File: src/rtl/rr_mux_sched.sv
// rr_mux_sched: round-robin arbiter sharing one n-to-1 single-bit mux among n
// requesters. The captured bit is held on a valid/ready port until it is
// accepted. The winner then gets a one-hot gnt pulse.
module rr_mux_sched #(
  parameter  int unsigned n  = 32,
  localparam int unsigned SW = $clog2(n)
) (
  input  logic          clk_i,
  input  logic          rst_i,
  input  logic [n-1:0]  req_i,
  input  logic [n-1:0]  din_i,
  input  logic          out_ready_i,
  output logic          out_valid_o,
  output logic          out_data_o,
  output logic [SW-1:0] out_sel_o,
  output logic [n-1:0]  gnt_o
);

  typedef enum logic {
    IDLE = 1'b0,
    BUSY = 1'b1
  } state_e;

  localparam logic [SW-1:0] LAST_IDX = SW'(n - 1);

  state_e        state_q, state_d;
  logic [SW-1:0] ptr_q, ptr_d;
  logic [SW-1:0] sel_q, sel_d;
  logic          data_q, data_d;
  logic          valid_q, valid_d;
  logic [SW-1:0] winner;
  logic          found;
  logic [31:0]   search_idx;
  logic          handshake;

  // Rotating-priority search: first asserted request at ptr, ptr+1, ... wrapping at n
  always_comb begin
    found      = 1'b0;
    winner     = '0;
    search_idx = '0;
    for (int unsigned i = 0; i < n; i++) begin
      search_idx = 32'(ptr_q) + i;
      if (search_idx >= n) begin
        search_idx = search_idx - n;
      end
      if (!found && req_i[SW'(search_idx)]) begin
        found  = 1'b1;
        winner = SW'(search_idx);
      end
    end
  end

  // Reset in the same cycle suppresses completion, so no gnt is issued
  assign handshake = (state_q == BUSY) && out_ready_i && !rst_i;

  // Next-state logic: capture the winner in IDLE, release and advance ptr on handshake
  always_comb begin
    state_d = state_q;
    ptr_d   = ptr_q;
    sel_d   = sel_q;
    data_d  = data_q;
    valid_d = valid_q;
    gnt_o   = '0;
    case (state_q)
      IDLE: begin
        if (found) begin
          sel_d   = winner;
          data_d  = din_i[winner +: 1];
          valid_d = 1'b1;
          state_d = BUSY;
        end
      end
      BUSY: begin
        if (handshake) begin
          gnt_o   = n'(1) << sel_q;
          ptr_d   = (sel_q == LAST_IDX) ? '0 : sel_q + 1'b1;
          valid_d = 1'b0;
          state_d = IDLE;
        end
      end
      default: state_d = IDLE;
    endcase
  end

  // State and output registers with synchronous reset
  always_ff @(posedge clk_i) begin
    if (rst_i) begin
      state_q <= IDLE;
      ptr_q   <= '0;
      sel_q   <= '0;
      data_q  <= 1'b0;
      valid_q <= 1'b0;
    end else begin
      state_q <= state_d;
      ptr_q   <= ptr_d;
      sel_q   <= sel_d;
      data_q  <= data_d;
      valid_q <= valid_d;
    end
  end

  assign out_valid_o = valid_q;
  assign out_data_o  = data_q;
  assign out_sel_o   = sel_q;

endmodule

File: config.mk
export PLATFORM = sky130hd
export DESIGN_NAME = rr_mux_sched
export DESIGN_NICKNAME = d
export VERILOG_FILES = /design/src/rtl/rr_mux_sched.sv
export SDC_FILE = /design/constraint.sdc
export NUM_CORES = 1
export LEC_CHECK = 0
export ABC_AREA = 0
export CAP_MARGIN = 20
export CORE_MARGIN = 4
export CORE_UTILIZATION = 31
export DETAILED_ROUTE_END_ITERATION = 8
export SKIP_CTS_REPAIR_TIMING = 1
export SLEW_MARGIN = 20
export SYNTH_ARGS = -nofsm -noshare
export SYNTH_HDL_FRONTEND = slang
export SYNTH_SLANG_ARGS = --single-unit
File: constraint.sdc
create_clock -name clk_i -period 18.1 [get_ports clk_i]
set_clock_uncertainty 0.2 [all_clocks]
set_input_delay 5.43 -clock clk_i [delete_from_list [all_inputs] [get_ports clk_i]]
set_output_delay 5.43 -clock clk_i [all_outputs]
set_load 0.005 [all_outputs]
==> results.cfg <==
[yosys]
ys_types = 89
ys_async_sr_fraction = 0
ys_seq_area_frac = 0.0330
syn_nets = 1042
synthFlopType = dfxtp_1
postSynthRegisterBits = 13
yosysWarnings = 0
synthCells = 956
netlist_area_um2 = 7880
syn_area_per_cell_um2 = 8.25
synth_edf_count = 0

[placement]
hpwl_um = 23200
portBuffers = 105
gp_congestion = 0.983
dp.cells = 1346
pre_cts_ws_ns = 4.97
placed_cell_area_um2 = 9120

[global_route]
overflow = 0
antenna_found_initial = 0
grt_pass1_wl_um = 46100
grt_use_total = 0.203
grt_max_degree = 57
grt_pass1_vias = 8142

[layout]
layout.nets = 1107
final_layout_size_suffix_gt1_frac = 0.153
post-route-util = 0.367
synthToLayoutAreaGrowth_pct = 16.8
num_antenna_cells = 0
finish.instance_area_um2 = 9210
fin_cells = 1350
nFillCells = 2631

[timing]
fin_crit_sh = 0.726
fin_ws_ns = 4.97
drv_slew = 0
fin_crit_ns = 13.13
fin_hold_ws_ns = 0.307
setup_viol = 0
final-hold-violation-count = 0
final.setup.tns_ns = 0
fmax_mhz = 76.1
tightest_slew_ns = 0.900
max-slew-margin-rel = 0.400
rsz0062_at_grt = no

[worst_setup_path]
cp-start-kind = primary input
path_common_cell = clkdlybuf4s50_1
worstRegToRegCells = 18
cp-end-kind = output pin
r2r-start = ptr_q[1]
regToRegSetupSlack_ns = 10.58
worst_ep_arrival_time_ns = 7.50
crit_fanout = 18
critical_path_class = primary input to output pin
crit_required_ns = 12.47
crit_path_cell_trace = clkdlybuf4s50_1 -> nor3_1 -> nand2_1 -> nor2_1 -> clkdlybuf4s50_1
cp_slowest_stage_delay_ns = 0.72
slowest_stage = clkdlybuf4s50_1
r2r_end = out_data_o

[routing]
via_per_inst = 6.31
wl_met1_um = 11900
dr_wl_met3_um = 3210
wl_per_cell_um = 22.3
initialDrtViolationCount = 761
routed.top_layer = met4
first_pass_iters = 5
routed_wirelength_um = 30100
drcViolationCount = 0
met2_wirelength_um = 13700
vias = 8512
ant_nets = 0

[clock_network]
path_clk_slew_ns = 0.04
cts_tree = built
clock-sinks = 13
insertion_delay_ns = 0.24
clockRootBuffer = clkbuf_16
clk_path_buf_depth = 2
htreeDepth = 1
cts_buffers = 3

[hold_path]
holdPathEnd = out_valid_o
hold_start = out_valid_o
whs_path_depth = 2
hold_path.class = flop to flop

[floorplan]
die_height_um = 167
rows = 58
dieArea_um2 = 28000
io_pins = 106
core_area_um2 = 25100
start_util = 0.314
die_w_um = 167

[flow_run]
cap_violations = 0

[power]
ir_drop_v = 0.0000312
power_mw = 0.455
power_leakage_nw = 3.31
power_density_nw_per_um2 = 49.4

[outcome]
status = finished clean
-- cell usage in the layout, fill, tap and decap left out, types with 6 or more instances in the layout --
cell / n
a21oi_1: 39
mux4_2: 70
nand4_1: 17
a31oi_1: 10
and3_1: 12
clkdlybuf4s50_1: 105
inv_1: 25
or3_1: 9
nand2_1: 98
mux2_1: 12
dfxtp_1: 10
a211oi_1: 13
mux2i_1: 126
o22ai_1: 8
ha_1: 18
a22oi_1: 10
nor3_1: 21
o21ai_0: 36
nand2b_1: 10
xnor2_1: 18
buf_4: 19
mux2_2: 31
nand3_1: 32
nor2_1: 109
o211ai_1: 13
nor4_1: 6
-- cells by family after synthesis --
logic type,count (synthesis),synth area share
mux,244,0.436
flops,13,0.0330
compound gates,205,0.182
buf+inv,94,0.0630
simple gates,352,0.217
xor+xnor,29,0.0384
fa+ha+maj,19,0.0302
-- sequential cells by signal, indices dropped and copies added, names as in the netlist --
signal,cells
out_data_o,1
out_sel_o,5
out_valid_o,1
ptr_q,5
state_q,1
-- critical path, delay by kind of cell --
| family | cells | cell delay [ns] |
|---|---|---|
| and+or+nand+nor | 3 | 0.81 |
| buffers and inverters | 2 | 1.25 |
-- cells in the mapped netlist, drive strengths merged, types with 10 or more instances --
| cell type | n | area [um2] |
|---|---|---|
| nor3 | 22 | 121 |
| a211oi | 13 | 97.6 |
| nand4 | 17 | 106 |
| mux2i | 127 | 1280 |
| nand2b | 11 | 76.3 |
| nand2 | 98 | 368 |
| mux4 | 73 | 1660 |
| buf | 38 | 287 |
| o21ai | 37 | 185 |
| nor2 | 111 | 422 |
| inv | 29 | 109 |
| mux2 | 44 | 499 |
| o211ai | 13 | 97.6 |
| or3 | 10 | 67.6 |
| a31oi | 11 | 83.8 |
| nand3 | 33 | 170 |
| and3 | 12 | 75.1 |
| a21oi | 39 | 195 |
| dfxtp | 13 | 260 |
| clkbuf | 26 | 97.6 |
| ha | 19 | 238 |
| a22oi | 10 | 75.1 |
| xnor2 | 22 | 208 |
-- worst max path at each step --
stage / depth (start not counted) / slack [ns] / endpoint / from
2_1_floorplan: 3 / 6.35 / gnt_o[15] / rst_i
3_3_place_gp: 5 / 5.03 / gnt_o[4] / rst_i
3_5_place_dp: 5 / 4.97 / gnt_o[4] / rst_i
4_1_cts: 5 / 4.96 / gnt_o[4] / rst_i
5_1_grt: 5 / 4.84 / gnt_o[9] / rst_i
6_report: 5 / 4.97 / gnt_o[4] / rst_i
-- routing by layer --
| metal | GRT usage | up-vias |
|---|---|---|
| li1 | - | 3862 |
| met1 | 0.273 | 4042 |
| met3 | 0.0413 | 74 |
| met2 | 0.321 | 534 |
| met5 | 0 | - |
| met4 | 0.0755 | 0 |
-- where the power goes --
group | leakage [nW] | switching (mW) | total [mW] | internal, mW
clock network | 0.0382 | 0.0116 | 0.0413 | 0.0297
registers | 0.108 | 0.00453 | 0.0358 | 0.0313
logic | 3.17 | 0.226 | 0.378 | 0.151
total | 3.31 | 0.243 | 0.455 | 0.212
-- cell type report --
cell class / instances / area, um2 / share of cell area
Timing Repair Buffer: 124 / 1190 / 0.130
Sequential cell: 13 / 267 / 0.0289
Inverter: 30 / 113 / 0.0122
Tap cell: 330 / 413 / 0.0448
Multi-Input combinational cell: 849 / 7140 / 0.776
Clock buffer: 4 / 78.8 / 0.00856
(Power assumes the default switching activity.)
